`src/rtl/tia_horizontal_timing_gen.sv`:
```
`default_nettype none
// ============================================================================
//  Module      : tia_horizontal_timing_gen
//  Description : Single-clock TIA horizontal timing: counts, sync/burst/blank
//                decode, RSYNC, WSYNC (RDY) and HMOVE late blank / motion clocks.
//  Revision    : 1.0  initial release
// ============================================================================
module tia_horizontal_timing_gen #(
    parameter int CNT_W       = 6,
    parameter int CLK_DIV     = 4,
    parameter int LINE_COUNTS = 57,
    parameter int HSYNC_START = 4,
    parameter int HSYNC_END   = 8,
    parameter int CB_START    = 9,
    parameter int CB_END      = 13,
    parameter int HBLANK_END  = 17,
    parameter int HBLANK_LATE = 19,
    parameter int MOTION_CLKS = 15
) (
    input  logic                       clk,
    input  logic                       rst_n,
    input  logic                       rsyn,
    input  logic                       wsyn,
    input  logic                       hmove,
    input  logic                       vblk,
    output logic [CNT_W-1:0]           hcount,
    output logic [$clog2(CLK_DIV)-1:0] phase,
    output logic                       line_start,
    output logic                       hsync,
    output logic                       cburst,
    output logic                       hblank,
    output logic                       blank,
    output logic                       rdy,
    output logic                       motck
);

    localparam int PH_W  = $clog2(CLK_DIV);
    localparam int MOT_W = $clog2(MOTION_CLKS + 1);

    localparam logic [PH_W-1:0]  c_PH_LAST     = PH_W'(CLK_DIV - 1);
    localparam logic [CNT_W-1:0] c_HC_LAST     = CNT_W'(LINE_COUNTS - 1);
    localparam logic [CNT_W-1:0] c_HSYNC_START = CNT_W'(HSYNC_START);
    localparam logic [CNT_W-1:0] c_HSYNC_END   = CNT_W'(HSYNC_END);
    localparam logic [CNT_W-1:0] c_CB_START    = CNT_W'(CB_START);
    localparam logic [CNT_W-1:0] c_CB_END      = CNT_W'(CB_END);
    localparam logic [CNT_W-1:0] c_HB_END      = CNT_W'(HBLANK_END);
    localparam logic [CNT_W-1:0] c_HB_LATE     = CNT_W'(HBLANK_LATE);
    localparam logic [MOT_W-1:0] c_MOT_LOAD    = MOT_W'(MOTION_CLKS);

    if (!(CLK_DIV >= 2 && HSYNC_START < HSYNC_END && HSYNC_END <= CB_START &&
          CB_START < CB_END && CB_END <= HBLANK_END && HBLANK_END <= HBLANK_LATE &&
          HBLANK_LATE < LINE_COUNTS && LINE_COUNTS <= (2 ** CNT_W))) begin : g_param_error
        $error("tia_horizontal_timing_gen: illegal timing parameter set");
    end

    logic             r_late;
    logic             r_pend;
    logic [MOT_W-1:0] r_mot;

    logic             w_ph_wrap;
    logic [PH_W-1:0]  w_phase_nx;
    logic [CNT_W-1:0] w_hcount_nx;
    logic             w_ls_nx;
    logic             w_hm_early;
    logic             w_pend_or;
    logic             w_late_nx;
    logic             w_pend_nx;
    logic [MOT_W-1:0] w_mot_nx;
    logic             w_motck_nx;
    logic             w_rdy_nx;
    logic             w_hblank_nx;

    always_comb begin
        w_ph_wrap   = (phase == c_PH_LAST);
        w_phase_nx  = phase + 1'b1;
        w_hcount_nx = hcount;
        if (rsyn) begin
            w_phase_nx  = '0;
            w_hcount_nx = '0;
        end else if (w_ph_wrap) begin
            w_phase_nx  = '0;
            w_hcount_nx = (hcount == c_HC_LAST) ? '0 : hcount + 1'b1;
        end
        w_ls_nx = (w_hcount_nx == '0) && (w_phase_nx == '0);

        // An HMOVE seen past the normal blank end lengthens the next line's blank.
        w_hm_early = hmove && (hcount < c_HB_END);
        w_pend_or  = r_pend || (hmove && !(hcount < c_HB_END));
        w_late_nx  = r_late;
        w_pend_nx  = r_pend;
        if (!rsyn) begin
            if (w_ls_nx) begin
                w_late_nx = w_pend_or;
                w_pend_nx = 1'b0;
            end else begin
                w_late_nx = r_late || w_hm_early;
                w_pend_nx = w_pend_or;
            end
        end

        w_mot_nx   = r_mot;
        w_motck_nx = 1'b0;
        if (!rsyn) begin
            if (hmove) begin
                w_mot_nx = c_MOT_LOAD;
            end else if ((r_mot != '0) && (w_phase_nx == '0)) begin
                w_mot_nx   = r_mot - 1'b1;
                w_motck_nx = 1'b1;
            end
        end

        w_rdy_nx = rdy;
        if (rsyn) begin
            w_rdy_nx = 1'b1;
        end else if (wsyn && rdy) begin
            w_rdy_nx = 1'b0;
        end else if (w_ls_nx) begin
            w_rdy_nx = 1'b1;
        end

        w_hblank_nx = w_hcount_nx < (w_late_nx ? c_HB_LATE : c_HB_END);
    end

    always_ff @(posedge clk or negedge rst_n) begin
        if (!rst_n) begin
            hcount     <= '0;
            phase      <= '0;
            line_start <= 1'b0;
            hsync      <= 1'b0;
            cburst     <= 1'b0;
            hblank     <= 1'b1;
            blank      <= 1'b1;
            rdy        <= 1'b1;
            motck      <= 1'b0;
            r_late     <= 1'b0;
            r_pend     <= 1'b0;
            r_mot      <= '0;
        end else begin
            hcount     <= w_hcount_nx;
            phase      <= w_phase_nx;
            line_start <= w_ls_nx;
            hsync      <= (w_hcount_nx >= c_HSYNC_START) && (w_hcount_nx < c_HSYNC_END);
            cburst     <= (w_hcount_nx >= c_CB_START) && (w_hcount_nx < c_CB_END);
            hblank     <= w_hblank_nx;
            blank      <= w_hblank_nx || vblk;
            rdy        <= w_rdy_nx;
            motck      <= w_motck_nx;
            r_late     <= w_late_nx;
            r_pend     <= w_pend_nx;
            r_mot      <= w_mot_nx;
        end
    end

endmodule
`default_nettype wire
```
`config.mk`:
```
export PLATFORM = sky130hd
export DESIGN_NAME = tia_horizontal_timing_gen
export DESIGN_NICKNAME = d
export VERILOG_FILES = /design/src/rtl/tia_horizontal_timing_gen.sv
export SDC_FILE = /design/constraint.sdc
export NUM_CORES = 1
export LEC_CHECK = 0
export ABC_AREA = 1
export CAP_MARGIN = 20
export CELL_PAD_IN_SITES_DETAIL_PLACEMENT = 1
export CELL_PAD_IN_SITES_GLOBAL_PLACEMENT = 1
export CORE_MARGIN = 10
export CORE_UTILIZATION = 40
export DETAILED_ROUTE_END_ITERATION = 12
export PLACE_DENSITY_LB_ADDON = 0.3
export SETUP_SLACK_MARGIN = 0.05
export SYNTH_ARGS = -nofsm -noshare
export SYNTH_HDL_FRONTEND = slang
export SYNTH_SLANG_ARGS = --single-unit
```
`constraint.sdc`:
```
create_clock -name clk -period 5.8 [get_ports clk]
set_clock_uncertainty 0.2 [all_clocks]
set_input_delay 1.74 -clock clk [delete_from_list [all_inputs] [get_ports clk]]
set_output_delay 1.74 -clock clk [all_outputs]
set_load 0.01 [all_outputs]
```
---- Yosys cells after proc, flatten, opt, wreduce, memory -nomap -nowiden ----
Cells that the tools add are included.
word-level totals
  bits in registers ....................... 21
  input port bits ......................... 6
  logic and storage cells ................. 58
  output and inout port bits .............. 15
operators by class
  order comparisons ....................... 6
  eq/ne operators ......................... 2
  multiplexer cells ....................... 17
  add/sub/neg operators ................... 3
  reduce and logical (&&, ||, !) cells .... 17
  bitwise logic cells ..................... 1
operators with widths
  kind                 number
  $mux 6               3
  $lt 6x4->1 const B   2
  $mux 1               9
  $mux 4               2
  $logic_and 1x1->1    7
  $add 6x1->6 const B  1
  $eq 6x6->1 const B   1
  $ge 6x3->1 const B   1
  $ge 6x4->1 const B   1
  $logic_not 6->1      1
  $lt 6x5->1           1
  $lt 6x5->1 const B   1
  $mux 2               3
  $reduce_bool 4->1    1
  $sub 4x1->4 const B  1
  $logic_or 1x1->1     3
  $reduce_bool 3->1    1
  $add 2x1->2 const B  1
  $eq 2x2->1 const B   1
  $logic_not 2->1      1
  $reduce_and 2->1     1
  $reduce_bool 2->1    1
  $logic_not 1->1      1
  $not 1->1            1

---- Logic depth before layout (Yosys ltp) ----
  depth in word-level cells ............... 11
  depth in mapped cells ................... 19
  gate-level depth less buffers ........... 19

---- Worst setup path after synthesis ----
OpenSTA, ideal clock, no wires.
  path kind ............................... input port to flip-flop
  start point ............................. in rsyn
  end point ............................... reg blank
  arrival time ............................ 3.183 ns
  path slack .............................. 2.335 ns
  stages .................................. 14
  required time ........................... 5.518 ns
  library setup time ...................... 0.082 ns
  path buffers ............................ 1
  path through ............................ buf_4 > a21oi_1 > nand2_2 > nand2_2 > nor2_4 > nand3_1 > nand3_2 > nand2_2 > inv_2 > ha_1 > nand2_1 > nand3_1 > nand2_1 > or2_1
on the way
  word-level cells in the longest chain between the ends .. 8
  elaborated cells between the ends (all ways) .. 10
  classes of those cells .................. 1 x order compare; 5 x mux; 4 x reduce/logical
RTL lines
  item                                                line  text
  start: declaration                                  22    input logic rsyn,
  $mux 6 or $mux 2 (tied branches)                    77    if (rsyn) begin
  $logic_not 6->1 or $logic_not 2->1 (tied branches)  84    w_ls_nx = (w_hcount_nx == '0) && (w_phase_nx == '0);
  $logic_and 1x1->1                                   84
  $mux 1                                              92    if (w_ls_nx) begin
  $mux 1 (*)                                          91    if (!rsyn) begin
  named net w_late_nx                                 66    logic w_late_nx;
  $mux 2 (*)                                          121   w_hblank_nx = w_hcount_nx < (w_late_nx ? c_HB_LATE : c_HB_END);
  $lt 6x5->1 (*)                                      121
  named net w_hblank_nx                               71    logic w_hblank_nx;
  $logic_or 1x1->1 (*)                                145   blank <= w_hblank_nx || vblk;
  end signal: assignment                              145
  end: declaration                                    32    output logic blank,
The timed path passes the listed nets; every way through them passes the cells marked *.
A chain may end at the register's enable or synchronous reset.

---- Worst setup path after layout ----
Ends and elaborated chain as after synthesis.

==> impl_results.md <==
- Yosys warnings: 0
- Netlist Area Pre-Place: 1140 µm²
- Post-Route WL: around 2700 µm
- Synth top area cells: dfrtp_1 (40%), inv_1 (8.2%), nand2_1 (8.2%)
- Die area: about 5400 µm²
- Max Cap Viol: 0
- Crit. End Element: register
- HPWL after DPL: 2310 µm
- Initial Util: between 40% and 50%
- Avg WL per Cell: between 10 and 15 µm
- Leak: roughly 0.73 nW
- RSZ-0062 raised after global routing: false
- TritonCTS buffer count: 3
- CP max FO: 8
- Worst EP arrival: 3890 ps
- Crit Path Class: input port to register
- DR vias: 939
- Pwr Total: roughly 320 µW
- Synth Instances: between 100 and 150
- Min-delay worst type: register to register
- Most Frequent Cell on Critical Path: nand2_2
- Die width: ~73 µm
- Drt pass-1 iters: 4
- Crit start category: input port
- Skew-Pair Late Insertion Delay: around 290 ps
- Finished Layout Cells: 190
- Hold buffers post-CTS: 0
- Post-DRT Antenna Nets: 0
- Routability Congestion: approximately 0.82
- Port Buf Inserts: 20
- Root buf cell: clkbuf_4
- Relative slew slack: 38.8%
- Slew @ Worst Pin: ~920 ps
- Run status: complete, no violations
- Antenna diodes: 0
- P&R area growth vs syn: 22.6%
- Drc violations: 0
- Htree depth: 1
- Critical Path RT: approximately 6000 ps
- Final Cycle Share: between 60% and 70%
- Fin nets: between 150 and 200
- Share of layout cells above drive strength 1: 16.4%
- Worst stage delay on the critical path: 560 ps
- Cells along the critical path: clkdlybuf4s50_1, a21oi_1, nand2_2, nand2_2, nor2_4, nand3_1, nand3_2, nand2_2, inv_2, ha_1, nand2_1, nand3_1, nand2_1, or2_1
- Post-Route Setup TNS: 0 ps
- Clk slew on worst S/H paths: 110 ps
- Placed Area: roughly 1400 µm²
- Largest net degree at the start of global routing: 22
- Tmin final: 3860 ps
- Post-synthesis net count: 147
- Yosys top cell area share: roughly two fifths
- Avg Inst Size Synth: about 8.4 µm²
- Synth Register Bits: 21
- Fill count: between 300 and 400
- FP Rows: 19
- CTS Sinks: 21
- I/O Pins: 21
- Post-synth top area cell: dfrtp_1
- Fin area: 1400 µm²
- Bufs on Longest Clock Path: 2
- Post-CTS Setup Bufs: 0
- Dpl cells: 186
- GRT Residual Overflow: 0
- Core area: roughly 2700 µm²
- Worst vdd ir: 0.139 mV
- Synth cell types: 26
- Post-CTS Resized: 0
- Pwr Density: ~230 nW/µm²
- Initial drt markers: 26
- Pins Over Slew Limit: 0
- CTS tree: done
- First-pass GRT wire length: roughly 4800 µm
- Die Y: around 73 µm
- Critical-path top delay cell: clkdlybuf4s50_1
- Vias in the first global route: 1061
- Final hold vios: 0
- Initial antenna violation count: 0
- Sequential share of the synthesized area: a little under half
- Fmax: 259 MHz
- Setup violators final: 0
- Total track usage: around 11%
- DR vias/cell: 4.94
-- power by group --
group | switching, mW | total, mW | internal, mW
Clock | 0.0422 | 0.0689 | 0.0267
Combinational | 0.0435 | 0.0766 | 0.0331
Sequential | 0.0100 | 0.171 | 0.161
-- synth_stat cells --
| library cell | instances |
|---|---|
| nand2_1 | 25 |
| nor4_1 | 1 |
| a21oi_1 | 5 |
| or2_1 | 2 |
| nand4_2 | 2 |
| nand3_2 | 1 |
| nor3_1 | 2 |
| xor2_1 | 1 |
| nor2_1 | 10 |
| nor2_4 | 2 |
| nor2_2 | 2 |
| dfstp_2 | 3 |
| o21bai_1 | 1 |
| nand2_2 | 9 |
| o211ai_1 | 2 |
| a31oi_1 | 1 |
| o22ai_2 | 1 |
| buf_4 | 1 |
| o21ai_0 | 6 |
| ha_1 | 5 |
| o21ai_1 | 1 |
| inv_1 | 25 |
| nand4_1 | 2 |
| dfrtp_1 | 18 |
| inv_2 | 3 |
| nand3_1 | 5 |
-- worst paths after layout --
check,start,endpoint,slack (ps),cells after the start
hold / removal,r_mot[3],r_mot[3],300,2
setup reg to reg,hcount[0],blank,3090,18
setup / recovery,rsyn,blank,1940,14
hold reg to reg,r_mot[3],r_mot[3],300,2
max in group asynchronous,rst_n,r_mot[1],3100,1
min in group asynchronous,rst_n,r_pend,1750,1
-- critical path, delay by kind of cell --
kind	cells	cell delay [ps]
AND/OR/NAND/NOR	10	940
AO/OA/AOI/OAI	1	350
adder cells (fa/ha/maj)	1	260
buffers and inverters	2	590
-- per-stage QoR --
step | util (%) | setup slack, ps | hold slack [ps]
floorplan | - | 2340 | 252
global placement | 50.1 | 1660 | 270
detailed placement | 50.1 | 1580 | 276
CTS | 51.1 | 1900 | 303
global route | 51.1 | 1780 | 331
finish | 51.1 | 1940 | 295
-- layer usage --
layer | GRT usage [%] | part of all wire, % | vias to the layer above
li1 | - | - | 473
met1 | 12.5 | 42 | 454
met2 | 20.2 | 54 | 10
met3 | 2.29 | 3.5 | 2
met4 | 3.11 | 0.44 | 0
met5 | 0 | 0 | -
-- sequential cells by signal (all words and copies together) (netlist names) --
name and cells:
hblank 1, rdy 1, motck 1, blank 1
line_start 1, r_late 1, r_mot 4, r_pend 1
hcount 6, phase 2, hsync 1, cburst 1
-- logic make-up after synthesis --
| family | after synthesis | synth area share, % |
|---|---|---|
| buf+inv | 29 | 9.89 |
| fa+ha+maj | 5 | 5.49 |
| simple gates | 63 | 28.5 |
| flops | 21 | 46.5 |
| compound gates | 17 | 8.90 |
| xor+xnor | 1 | 0.769 |
-- cells in the final DEF (no fill, tap or decap), drive strengths merged, types with 3 or more instances in the layout --
cell / n
nand2: 34
inv: 28
clkdlybuf4s50: 20
dfrtp: 18
nor2: 14
o21ai: 7
nand3: 6
a21oi: 5
ha: 5
clkbuf: 4
nand4: 4
dfstp: 3
-- cell type report --
type	count	area, µm²	area share (%)
tap	31	38.8	2.78
inverter	28	105	7.53
multi-input combinational	86	497	35.6
timing repair buffer	20	200	14.3
clock buffer	4	26.3	1.88
sequential	21	529	37.9
(Power assumes the default switching activity.)
